File: src/rtl/conv_input_interface.sv
// Responder side of the conv-layer input command/ack protocol. Fetches image rows from memory
// into KERNEL_SIZE row buffers and streams KERNEL_SIZE x KERNEL_SIZE windows across the band.
module conv_input_interface #(
  parameter int unsigned IMAGE_SIZE  = 8,
  parameter int unsigned KERNEL_SIZE = 3,
  parameter int unsigned DATA_WIDTH  = 8,
  parameter int unsigned ADDR_WIDTH  = 6
) (
  input  logic                                          clk,
  input  logic                                          rst_n,
  input  logic [1:0]                                    input_interface_cmd,
  output logic [1:0]                                    input_interface_ack,
  output logic                                          rd_en,
  output logic [ADDR_WIDTH-1:0]                         rd_addr,
  input  logic [DATA_WIDTH-1:0]                         rd_data,
  output logic [KERNEL_SIZE*KERNEL_SIZE*DATA_WIDTH-1:0] window_data,
  output logic                                          window_valid,
  output logic [2:0]                                    window_col,
  output logic [3:0]                                    row_ptr
);

  // Command / ack encodings shared with the layer controller.
  localparam logic [1:0] CmdIdle       = 2'd0;
  localparam logic [1:0] CmdPreload    = 2'd1;
  localparam logic [1:0] CmdShift      = 2'd2;
  localparam logic [1:0] CmdLoad       = 2'd3;
  localparam logic [1:0] AckIdle       = 2'd0;
  localparam logic [1:0] AckPreloadFin = 2'd1;
  localparam logic [1:0] AckShiftFin   = 2'd2;
  localparam logic [1:0] AckLoadFin    = 2'd3;

  localparam int unsigned OutSize    = IMAGE_SIZE - KERNEL_SIZE + 1;
  localparam int unsigned PreloadLen = KERNEL_SIZE * IMAGE_SIZE;
  localparam int unsigned CntW       = $clog2(PreloadLen + 2);
  localparam int unsigned RowIdxW    = (KERNEL_SIZE > 1) ? $clog2(KERNEL_SIZE) : 1;
  localparam int unsigned ColIdxW    = (IMAGE_SIZE > 1) ? $clog2(IMAGE_SIZE) : 1;
  localparam int unsigned WinW       = KERNEL_SIZE * KERNEL_SIZE * DATA_WIDTH;

  localparam logic [CntW-1:0] PreloadEnd   = CntW'(PreloadLen);
  localparam logic [CntW-1:0] PreloadLastRd = CntW'(PreloadLen - 1);
  localparam logic [CntW-1:0] LoadEnd      = CntW'(IMAGE_SIZE);
  localparam logic [CntW-1:0] LoadLastRd   = CntW'(IMAGE_SIZE - 1);
  localparam logic [3:0]      RowEnd       = 4'(IMAGE_SIZE);
  localparam logic [3:0]      BandRows     = 4'(KERNEL_SIZE);
  localparam logic [2:0]      LastCol      = 3'(OutSize - 1);

  typedef enum logic [2:0] {StIdle, StPreload, StShift, StLoad, StAck} state_e;

  state_e                  state_q, state_d;
  logic [CntW-1:0]         cnt_q, cnt_d;
  logic [CntW-1:0]         cap_idx;
  logic                    rd_en_q, rd_en_d;
  logic [ADDR_WIDTH-1:0]   rd_addr_q, rd_addr_d;
  logic [1:0]              ack_q, ack_d;
  logic                    wv_q, wv_d;
  logic [2:0]              wcol_q, wcol_d;
  logic [WinW-1:0]         wdata_q, wdata_d;
  logic [3:0]              row_ptr_q, row_ptr_d;
  logic [DATA_WIDTH-1:0]   buf_q [KERNEL_SIZE][IMAGE_SIZE];
  logic [DATA_WIDTH-1:0]   buf_d [KERNEL_SIZE][IMAGE_SIZE];
  logic [DATA_WIDTH-1:0]   stage_q [IMAGE_SIZE];
  logic [DATA_WIDTH-1:0]   stage_d [IMAGE_SIZE];
  logic                    win_load;
  logic [2:0]              win_sel;
  logic [WinW-1:0]         win_next;

  // Read data lags the strobe by one cycle, so cycle n captures the pixel issued at n-1.
  assign cap_idx = cnt_q - 1'b1;

  // Window gather: columns win_sel..win_sel+K-1 of every row buffer, row 0 oldest.
  always_comb begin
    win_next = '0;
    for (int r = 0; r < KERNEL_SIZE; r++) begin
      for (int c = 0; c < KERNEL_SIZE; c++) begin
        win_next[(r*KERNEL_SIZE+c)*DATA_WIDTH +: DATA_WIDTH] =
            buf_q[RowIdxW'(r)][ColIdxW'(int'(win_sel) + c)];
      end
    end
  end

  // Next-state and registered-output logic for the command FSM.
  always_comb begin
    state_d   = state_q;
    cnt_d     = cnt_q;
    rd_en_d   = 1'b0;
    rd_addr_d = rd_addr_q;
    ack_d     = AckIdle;
    wv_d      = 1'b0;
    wcol_d    = wcol_q;
    win_load  = 1'b0;
    win_sel   = '0;
    row_ptr_d = row_ptr_q;
    buf_d     = buf_q;
    stage_d   = stage_q;

    unique case (state_q)
      StIdle: begin
        unique case (input_interface_cmd)
          CmdIdle: ;
          CmdPreload: begin
            state_d   = StPreload;
            cnt_d     = '0;
            row_ptr_d = '0;
            rd_en_d   = 1'b1;
            rd_addr_d = '0;
          end
          CmdShift: begin
            state_d  = StShift;
            wv_d     = 1'b1;
            wcol_d   = '0;
            win_load = 1'b1;
            win_sel  = '0;
          end
          CmdLoad: begin
            if (row_ptr_q == RowEnd) begin
              // Frame exhausted: acknowledge without touching memory or buffers.
              state_d = StAck;
              ack_d   = AckLoadFin;
            end else begin
              state_d   = StLoad;
              cnt_d     = '0;
              rd_en_d   = 1'b1;
              rd_addr_d = ADDR_WIDTH'(row_ptr_q * IMAGE_SIZE);
            end
          end
          default: ;
        endcase
      end

      StPreload: begin
        if (cnt_q < PreloadLastRd) begin
          rd_en_d   = 1'b1;
          rd_addr_d = ADDR_WIDTH'(cnt_q + 1'b1);
        end
        if (cnt_q != '0) begin
          buf_d[RowIdxW'(cap_idx / IMAGE_SIZE)][ColIdxW'(cap_idx % IMAGE_SIZE)] = rd_data;
        end
        if (cnt_q == PreloadEnd) begin
          state_d   = StAck;
          ack_d     = AckPreloadFin;
          row_ptr_d = BandRows;
        end else begin
          cnt_d = cnt_q + 1'b1;
        end
      end

      StShift: begin
        if (wcol_q == LastCol) begin
          state_d = StAck;
          ack_d   = AckShiftFin;
        end else begin
          wv_d     = 1'b1;
          wcol_d   = wcol_q + 3'd1;
          win_load = 1'b1;
          win_sel  = wcol_q + 3'd1;
        end
      end

      StLoad: begin
        if (cnt_q < LoadLastRd) begin
          rd_en_d   = 1'b1;
          rd_addr_d = ADDR_WIDTH'(row_ptr_q * IMAGE_SIZE + cnt_q + 1'b1);
        end
        if (cnt_q == LoadEnd) begin
          // Row complete: scroll the band up and append the staged row (last pixel bypassed).
          for (int r = 0; r < KERNEL_SIZE - 1; r++) begin
            buf_d[RowIdxW'(r)] = buf_q[RowIdxW'(r + 1)];
          end
          buf_d[RowIdxW'(KERNEL_SIZE - 1)] = stage_q;
          buf_d[RowIdxW'(KERNEL_SIZE - 1)][ColIdxW'(IMAGE_SIZE - 1)] = rd_data;
          state_d   = StAck;
          ack_d     = AckLoadFin;
          row_ptr_d = row_ptr_q + 4'd1;
        end else begin
          if (cnt_q != '0) begin
            stage_d[ColIdxW'(cap_idx)] = rd_data;
          end
          cnt_d = cnt_q + 1'b1;
        end
      end

      StAck: state_d = StIdle;

      default: state_d = StIdle;
    endcase

    wdata_d = win_load ? win_next : wdata_q;
  end

  // State and output registers; reset aborts any command in flight.
  always_ff @(posedge clk or negedge rst_n) begin
    if (!rst_n) begin
      state_q   <= StIdle;
      cnt_q     <= '0;
      rd_en_q   <= 1'b0;
      rd_addr_q <= '0;
      ack_q     <= AckIdle;
      wv_q      <= 1'b0;
      wcol_q    <= '0;
      wdata_q   <= '0;
      row_ptr_q <= '0;
      buf_q     <= '{default: '0};
      stage_q   <= '{default: '0};
    end else begin
      state_q   <= state_d;
      cnt_q     <= cnt_d;
      rd_en_q   <= rd_en_d;
      rd_addr_q <= rd_addr_d;
      ack_q     <= ack_d;
      wv_q      <= wv_d;
      wcol_q    <= wcol_d;
      wdata_q   <= wdata_d;
      row_ptr_q <= row_ptr_d;
      buf_q     <= buf_d;
      stage_q   <= stage_d;
    end
  end

  assign input_interface_ack = ack_q;
  assign rd_en               = rd_en_q;
  assign rd_addr             = rd_addr_q;
  assign window_data         = wdata_q;
  assign window_valid        = wv_q;
  assign window_col          = wcol_q;
  assign row_ptr             = row_ptr_q;

endmodule

File: config.mk
export PLATFORM = sky130hd
export DESIGN_NAME = conv_input_interface
export DESIGN_NICKNAME = d
export VERILOG_FILES = /design/src/rtl/conv_input_interface.sv
export SDC_FILE = /design/constraint.sdc
export NUM_CORES = 1
export LEC_CHECK = 0
export BUFFER_PORTS_ARGS = -buffer_cell sky130_fd_sc_hd__buf_2
export CORE_UTILIZATION = 50
export CTS_BUF_LIST = sky130_fd_sc_hd__clkbuf_4 sky130_fd_sc_hd__clkbuf_8
export DETAILED_ROUTE_END_ITERATION = 8
export PLACE_DENSITY = 0.67
export RECOVER_POWER = 50
export SLEW_MARGIN = 20
export SYNTH_ARGS = -nofsm -noshare
export SYNTH_HDL_FRONTEND = slang
export SYNTH_SLANG_ARGS = --single-unit
File: constraint.sdc
create_clock -name clk -period 4.2 [get_ports clk]
set_clock_uncertainty 0.2 [all_clocks]
set_input_delay 0.42 -clock clk [delete_from_list [all_inputs] [get_ports clk]]
set_output_delay 0.42 -clock clk [all_outputs]
set_load 0.01 [all_outputs]
==> results.py <==
metrics = {
    "global_route": {
        "grt_pass1_wl_mm": 61.56,
        "grt_max_degree": 104,
        "gr-usage-all-layers_pct": 31.77,
        "grt_overflow": 0,
        "grt_pass1_vias": 10020,
        "antenna_found_initial": 0,
    },
    "timing": {
        "relSlewSlack_pct": -85.07,
        "post-route-min-period_ps": 3510,
        "tns_ps": 0,
        "tightest_slew_ps": 2776,
        "period_share_pct": 83.58,
        "hold_viol": 0,
        "fmax_ghz": 0.2849,
        "slew_violations": 103,
        "rsz0062_at_grt": "false",
        "final-setup-viol-count": 0,
    },
    "run_status": {
        "violations": "capacitance limit, slew limit",
        "status": "finished with violations",
    },
    "routing": {
        "routed_via_density": 6.382,
        "wire_per_inst_um": 24.23,
        "drc": 0,
        "dr_total_vias": 10480,
        "drt_iter0_markers": 1363,
        "dr.pass1.iters": 5,
        "wirelength_mm": 39.79,
        "ant_nets": 0,
    },
    "cts": {
        "clkSinkCount": 201,
        "clockBufferDepth": 3,
        "h-tree-depth": 2,
        "cts-buffers-inserted": 37,
        "clk_latency_ps": 550,
        "clk_pin_slew_ps": 60,
        "clock_tree.root_cell": "clkbuf_8",
        "postCtsSetupBuffers": 0,
        "cts_tree": "done",
    },
    "flow_run": {
        "maxCapViolations": 1,
    },
    "synth": {
        "syn_inst": 1232,
        "synth-seq-cells": 201,
        "synth-seq-area-share_pct": 40.57,
        "ys.flop_type": "dfrtp_1",
        "avgSynthCellArea_um2": 10.06,
        "async_flop_share_pct": 100.0,
        "synthesis.area_um2": 12400,
        "synth_cell_types": 71,
        "synth_edf_count": 0,
        "ys_warn_count": 0,
    },
    "final_layout": {
        "fin_util_pct": 56.38,
        "finalNetCount": 1312,
        "final_common_cell": "nand2_1",
        "drive_above_1_share_pct": 21.55,
        "fillers": 2213,
        "mostFrequentLayoutCells": "nand2_1 (220), dfrtp_1 (201), mux2_2 (115)",
        "areaGrowthSynthToFinish_pct": 10.60,
        "diodes": 0,
    },
    "placement": {
        "place.gp.congestion": 0.9669,
        "dp_hpwl_mm": 27.31,
        "io_buffers": 76,
    },
    "power_and_ir_drop": {
        "swShare_pct": 44.13,
        "seq_power_share_pct": 34.0,
        "ir_drop_mv": 0.3747,
        "p_per_area_nw_per_um2": 770.6,
        "power_frac_comb_pct": 45.9,
        "leakagePower_nw": 5.992,
        "power.switching_mw": 4.662,
        "p_int_mw": 5.903,
        "pwr-share-clk_pct": 20.1,
    },
    "worst_setup_path": {
        "critPathArrivalTime_ps": 3730,
        "crit_fanout": 87,
        "cpMaxStageDelayCell": "or3b_1",
        "crit_chain": "or3b_1, or3_1, inv_12, buf_12, mux2_2, a221oi_1, o2bb2ai_1",
        "startpoint_type": "flop",
        "crit_type": "flop to flop",
        "crit_required_ps": 4420,
        "endpoint_kind": "flop",
        "cpPeakStageDelay_ps": 560,
    },
    "floorplan": {
        "coreArea_um2": 24320,
        "initial_core_util_pct": 50.97,
        "die_x_um": 159.5,
        "num_rows": 57,
        "design.die.area_um2": 25430,
        "pin_count": 101,
        "dieHeight_um": 159.5,
    },
    "min_path": {
        "worstHoldPathType": "primary input to flop",
    },
}
-- repair_timing --
action / 4_1_cts / 5_1_grt
resized for setup: 0 / 0
hold endpoints to repair: 100 / 0
hold buffers: 1 / 0
-- cell usage after synthesis (15+ instances only) --
cell / instances / share of area [%]
o21ai_0: 57 / 2.3
o22ai_1: 18 / 0.91
nor2_1: 65 / 2.0
inv_1: 18 / 0.54
nand3_1: 22 / 0.89
a22oi_1: 15 / 0.91
a221oi_1: 16 / 1.1
o41ai_1: 24 / 1.7
buf_4: 26 / 1.6
nand2_1: 221 / 6.7
a21oi_1: 54 / 2.2
dfrtp_1: 201 / 41
clkbuf_1: 64 / 1.9
mux2_2: 115 / 10
mux4_2: 30 / 5.5
o211ai_1: 15 / 0.91
mux2i_1: 105 / 8.5
-- power groups by stage --
stage	sequential, mW	combinational [mW]	clock (mW)
finish	3.60	4.85	2.12
global route	3.68	5.23	2.23
CTS	3.55	4.84	2.14
detailed placement	3.58	4.82	0
global placement	3.55	4.74	0
floorplan	3.33	3.44	0
-- path summary, 6_finish.rpt --
check                                       startpoint                     end  slack (ps)  depth (start not counted)
worst max-delay path                        state_q[0]         window_data[22]         690                          7
worst min-delay path            input_interface_cmd[1]  input_interface_ack[0]          40                          3
worst max register to register              state_q[0]         window_data[22]         690                          7
worst min register to register              rd_addr[2]              rd_addr[2]         310                          1
max in group asynchronous                        rst_n               buf_q[92]         890                          3
min in group asynchronous                        rst_n          window_data[3]        1060                          2
-- logic make-up (layout without fill, tap and decap cells) --
family | Yosys count | after routing | share of synthesized area (%)
mux | 252 | 252 | 24.80
compound gates | 259 | 259 | 14.01
flops | 201 | 201 | 40.57
xor+xnor | 7 | 7 | 0.4946
simple gates | 364 | 364 | 13.01
fa+ha+maj | 10 | 10 | 1.009
other cells | 1 | 24 | 0.03025
buf+inv | 138 | 201 | 6.076
-- through the flow --
step	hold slack, ps	cell area (um2)	std cells	power, mW	setup slack (ps)
after floorplan	-75.59	12480	1255	6.768	370.3
after global placement	285.8	12940	1574	8.281	789.5
after detailed placement	289.9	12940	1574	8.394	750.1
after CTS	21.82	13800	1642	10.52	755.1
after global routing	50.07	13710	1642	11.14	375.0
final	38.73	13710	1642	10.57	689.8
-- flip-flops by register name (all words and copies together) (netlist names) --
signal / cells
input_interface_ack: 2
window_valid: 1
state_q: 3
window_data: 48
cnt_q: 5
window_col: 3
buf_q: 128
rd_en: 1
row_ptr: 4
rd_addr: 6
-- cell type report --
class	count	area [um2]	area share, %
clock buffer	58	735.7	5.366
clock inverter	9	108.9	0.7939
inverter	21	92.59	0.6753
multi-input combinational	916	6733	49.11
sequential	201	5030	36.69
tap	324	405.4	2.957
timing repair buffer	113	605.6	4.417
-- per-layer routing --
layer  global-route usage, %  share of wire (%)
met5                       0                  0
met4                   11.98                3.7
met3                   8.492                 11
met2                   46.19                 43
met1                   45.26                 43
-- critical path: cells and delay by family, from the launching register on --
| family | cells | cell delay [ps] |
|---|---|---|
| AND/OR/NAND/NOR | 2 | 1100 |
| AO/OA/AOI/OAI | 2 | 640 |
| buffers and inverters | 2 | 460 |
| flip-flops | 1 | 480 |
| multiplexers | 1 | 410 |
No activity file was read; power rests on OpenSTA's default activity.
